<file path="config.mk">
export PLATFORM = sky130hd
export DESIGN_NAME = layer_serializer
export DESIGN_NICKNAME = d
export VERILOG_FILES = /design/src/rtl/layer_serializer.sv
export SDC_FILE = /design/constraint.sdc
export NUM_CORES = 1
export LEC_CHECK = 0
export CORE_MARGIN = 2
export CORE_UTILIZATION = 58
export DETAILED_ROUTE_END_ITERATION = 10
export PLACE_DENSITY = 0.85
export SLEW_MARGIN = 10
export SYNTH_ARGS = -nofsm -noshare
export SYNTH_HDL_FRONTEND = slang
export SYNTH_SLANG_ARGS = --single-unit
</file>
<file path="constraint.sdc">
create_clock -name clk -period 4.7 [get_ports clk]
set_input_delay 0.94 -clock clk [delete_from_list [all_inputs] [get_ports clk]]
set_output_delay 0.94 -clock clk [all_outputs]
set_load 0.01 [all_outputs]
</file>
<file path="src/rtl/layer_serializer.sv">
// Parallel-to-serial converter between fully-connected layers: streams DIM elements
// one per cycle, re-scaling each from [1,IN_FRAC] to [*,OUT_FRAC] fixed point.
module layer_serializer #(
    parameter int DIM      = 8,
    parameter int IN_W     = 8,
    parameter int IN_FRAC  = 7,
    parameter int OUT_W    = 16,
    parameter int OUT_FRAC = 7
) (
    input  logic                      clk,
    input  logic                      rst,
    input  logic [DIM-1:0][IN_W-1:0]  in_dat,
    input  logic                      in_valid,
    output logic [OUT_W-1:0]          out_dat,
    output logic                      out_valid,
    output logic                      out_last,
    output logic                      busy,
    output logic                      overflow
);

    localparam int IDX_W = (DIM > 1) ? $clog2(DIM) : 1;
    localparam int SHIFT = OUT_FRAC - IN_FRAC;
    localparam logic [IDX_W-1:0] LAST_IDX = IDX_W'(DIM - 1);

    typedef enum logic {
        IDLE,
        SEND
    } state_t;

    state_t                    state_q, state_d;
    logic [DIM-1:0][IN_W-1:0]  active_q, pend_q;
    logic                      pend_full_q;
    logic [IDX_W-1:0]          idx_q;
    logic                      overflow_q;

    logic load_in, load_pend, store_pend, clear_pend, drop;
    logic at_last;

    assign at_last = (idx_q == LAST_IDX);

    // Arbitration of an incoming strobe against the stream in progress.
    always_comb begin
        // NOTE: every signal written here gets a default first, so no path can infer a latch.
        state_d    = state_q;
        load_in    = 1'b0;
        load_pend  = 1'b0;
        store_pend = 1'b0;
        clear_pend = 1'b0;
        drop       = 1'b0;
        case (state_q)
            IDLE: begin
                if (in_valid) begin
                    load_in = 1'b1;
                    state_d = SEND;
                end
            end
            SEND: begin
                if (at_last) begin
                    if (pend_full_q) begin
                        load_pend  = 1'b1;
                        store_pend = in_valid;
                        clear_pend = !in_valid;
                    end else if (in_valid) begin
                        load_in = 1'b1;
                    end else begin
                        state_d = IDLE;
                    end
                end else if (in_valid) begin
                    store_pend = !pend_full_q;
                    drop       = pend_full_q;
                end
            end
            default: state_d = IDLE;
        endcase
    end

    always_ff @(posedge clk) begin
        // NOTE: sequential state uses non-blocking assignments so all registers update together.
        if (rst) begin
            state_q     <= IDLE;
            idx_q       <= '0;
            pend_full_q <= 1'b0;
            overflow_q  <= 1'b0;
        end else begin
            state_q <= state_d;
            if (load_in || load_pend)
                idx_q <= '0;
            else if (state_q == SEND)
                idx_q <= idx_q + IDX_W'(1);
            if (store_pend)
                pend_full_q <= 1'b1;
            else if (clear_pend)
                pend_full_q <= 1'b0;
            if (drop)
                overflow_q <= 1'b1;
        end
    end

    // NOTE: vector storage is not reset; state and pend_full qualify it, so reset only clears flags.
    always_ff @(posedge clk) begin
        if (load_in)
            active_q <= in_dat;
        else if (load_pend)
            active_q <= pend_q;
        if (store_pend)
            pend_q <= in_dat;
    end

    // Exact re-scaling: sign extend, then align the binary point.
    logic [IN_W-1:0]  elem;
    logic [OUT_W-1:0] ext;
    always_comb begin
        elem             = active_q[idx_q];
        ext              = {OUT_W{elem[IN_W-1]}};
        ext[IN_W-1:0]    = elem;
        ext              = ext << SHIFT;
    end

    assign out_valid = (state_q == SEND);
    assign out_last  = out_valid && at_last;
    assign out_dat   = out_valid ? ext : '0;
    assign busy      = out_valid || pend_full_q;
    assign overflow  = overflow_q;

endmodule

</file>
==> reports/metrics.yaml <==
crit_start: "idx_q[0]"
dieArea_sq_um: 10400
ir_drop_v: 0.000244
synthXorXnorAreaFrac_pct: 0.313
vias: 2761
synth-adder-area-share_pct: 0.671
die_h_microns: 102
startpoint_type: "flop"
hold_start: "overflow"
routabilityCongestion: 0.739
power_density_nw_per_um2: 407
worst_slack_ns: 0.743
cts_buffer_depth: 2
cts_tree: "done"
rsz0062_at_grt: "no"
cts_root_buf: "clkbuf_8"
tightest_slew_ns: 1.00
synth_cell_types: 28
synthCells: 278
portBuffers: 86
layout_commonest_cell: "edfxtp_1"
finalMaxSlewViolations: 0
final_cell_mix: "edfxtp_1 (128), clkdlybuf4s50_1 (86), mux2_2 (48)"
cts_resized: 0
clk_latency_ns: 0.52
io_pins: 87
cp_max_fo: 14
fmax_mhz: 253
grt_pass1_vias: 2888
wire_per_inst_microns: 19.2
fin_setup_tns_ns: 0
synth_fp_nets: 348
path_class: "reg -> out"
multi_input_area_sq_um: 1440
maxCapViolCount: 0
initial_core_util_pct: 60.2
numCtsBuffers: 17
routed_wl_microns: 9760
drive_gt1_share_pct: 31.4
rows: 35
endpoint_kind: "output port"
cts_setup_buffers: 0
place_area_sq_um: 6470
r2r_start: "idx_q[0]"
diodes: 0
synth-simple-area-share_pct: 2.13
synth_top_family_by_area: "multiplexers"
hold_violations: 0
power_frac_clock_pct: 41.9
postSynthAreaPerCell_sq_um: 20.1
drt_pass1_iterations: 6
dieWidth_microns: 102
grt_start_max_net_pins: 68
hold_path.class: "reg -> reg"
track_usage_pct: 20.8
seq_area_sq_um: 3960
antenna_left: 0
required_ns: 3.76
synth_seq_cells: 134
utilization_pct: 75.5
fin_area_sq_um: 7010
ys_seq_area_share_pct: 70.9
min_period_ns: 3.96
fin_nets: 436
switching_share_pct: 23.2
clock_skew_ns: 0.00869
intPower_mw: 2.19
grt_pass1_wl_microns: 15300
overflow: 0
synthesis.area_sq_um: 5590
synthMuxAreaShare_pct: 21.8
via_per_inst: 5.44
setup_viol: 0
pre_cts_ws_ns: 1.28
p_comb_share_pct: 8.7
worst_ep_arrival_time_ns: 3.02
p_leak_nw: 2.36
slew_headroom_pct: 32.8
antenna_found_initial: 0
ctsHoldBuffers: 0
area_growth_pct: 25.3
core_sq_um: 9280
status: "complete, no violations"
synth_warnings: 0
drt_iter0_markers: 164
place_hpwl_microns: 6200
switchingPower_mw: 0.662
drc_errors: 0
htreeDepth: 4
n_fill_cell: 560
cts.sinks: 134
holdWs_ns: 0.489
p_seq_share_pct: 49.5
synth_compound_area_share_pct: 0.783
period_share_pct: 84.2
clk_pin_slew_ns: 0.06
-- final cells by class --
| cell class | instances | share of cell area [%] |
|---|---|---|
| Sequential cell | 134 | 56.6 |
| Inverter | 3 | 0.196 |
| Tap cell | 129 | 2.30 |
| Clock buffer | 17 | 5.91 |
| Multi-Input combinational cell | 120 | 20.6 |
| Timing Repair Buffer | 90 | 12.7 |
| Clock inverter | 15 | 1.73 |
-- flip-flops by register name, indices dropped and copies added (netlist names) --
register and count:
pend_q 64, idx_q 3, active_q 64, pend_full_q 1
overflow 1, out_valid 1
-- cell usage after synthesis --
library cell / n / area (sq um)
and3_1: 1 / 6.26
inv_4: 1 / 6.26
nor3b_2: 3 / 37.5
o21ba_2: 1 / 10.0
inv_1: 2 / 7.51
mux4_2: 16 / 360
ha_1: 3 / 37.5
buf_12: 1 / 20.0
buf_1: 1 / 3.75
nor2_1: 11 / 41.3
nand3_1: 1 / 5.00
mux2i_1: 10 / 100
nand2b_1: 1 / 6.26
buf_2: 2 / 10.0
dfxtp_1: 6 / 120
mux2_1: 6 / 67.6
mux2_4: 10 / 150
mux2_2: 48 / 541
a41oi_1: 1 / 8.76
buf_6: 4 / 45.0
edfxtp_1: 128 / 3840
or2_2: 1 / 6.26
a32oi_1: 1 / 8.76
nand2_1: 2 / 7.51
buf_4: 13 / 97.6
o21ai_4: 1 / 16.3
xnor2_1: 2 / 17.5
nor2b_2: 1 / 8.76
-- power by group through the flow --
stage / clock [mW] / combinational, mW / sequential (mW)
2_1_floorplan: 0 / 0.152 / 1.42
3_3_place_gp: 0 / 0.241 / 1.43
3_5_place_dp: 0 / 0.246 / 1.43
4_1_cts: 1.21 / 0.250 / 1.41
5_1_grt: 1.27 / 0.264 / 1.41
6_report: 1.19 / 0.247 / 1.41
-- cells by family (layout without fill, tap and decap cells) --
group / count (synthesis) / in the layout
muxes: 90 / 90
DFF: 134 / 134
xor gates and xnor gates: 2 / 2
adders and majority gates: 3 / 3
AOI/OAI and AO/OA: 4 / 4
and+or+nand+nor: 21 / 21
buffers and inverters: 24 / 125
-- critical path: stages (launching register included) --
cell and delay, ns:
dfxtp_1 0.89, buf_4 0.30, mux4_2 0.52, mux2i_1 0.20, nor2_1 0.10, clkdlybuf4s50_1 0.48
-- through the flow --
step | instances | power, mW
after global placement | 476 | 1.67
final | 508 | 2.85
after detailed placement | 476 | 1.68
after global routing | 508 | 2.95
after floorplan | 278 | 1.57
after CTS | 508 | 2.87
-- metal layers --
| layer | GRT usage (%) | share of wire [%] | up-vias |
|---|---|---|---|
| met5 | 0 | 0 | - |
| met4 | 9.74 | 2.0 | 0 |
| met3 | 6.09 | 5.5 | 21 |
| met2 | 34.0 | 52 | 99 |
| met1 | 25.9 | 41 | 1367 |
| li1 | - | - | 1274 |
-- worst paths after layout --
kind	end	slack [ns]	depth (start not counted)
max reg2reg	active_q[4]	1.48	6
min reg2reg	overflow	0.49	2
max	out_dat[5]	0.74	5
min	overflow	0.49	2
Power figures use the tool's default switching activity.
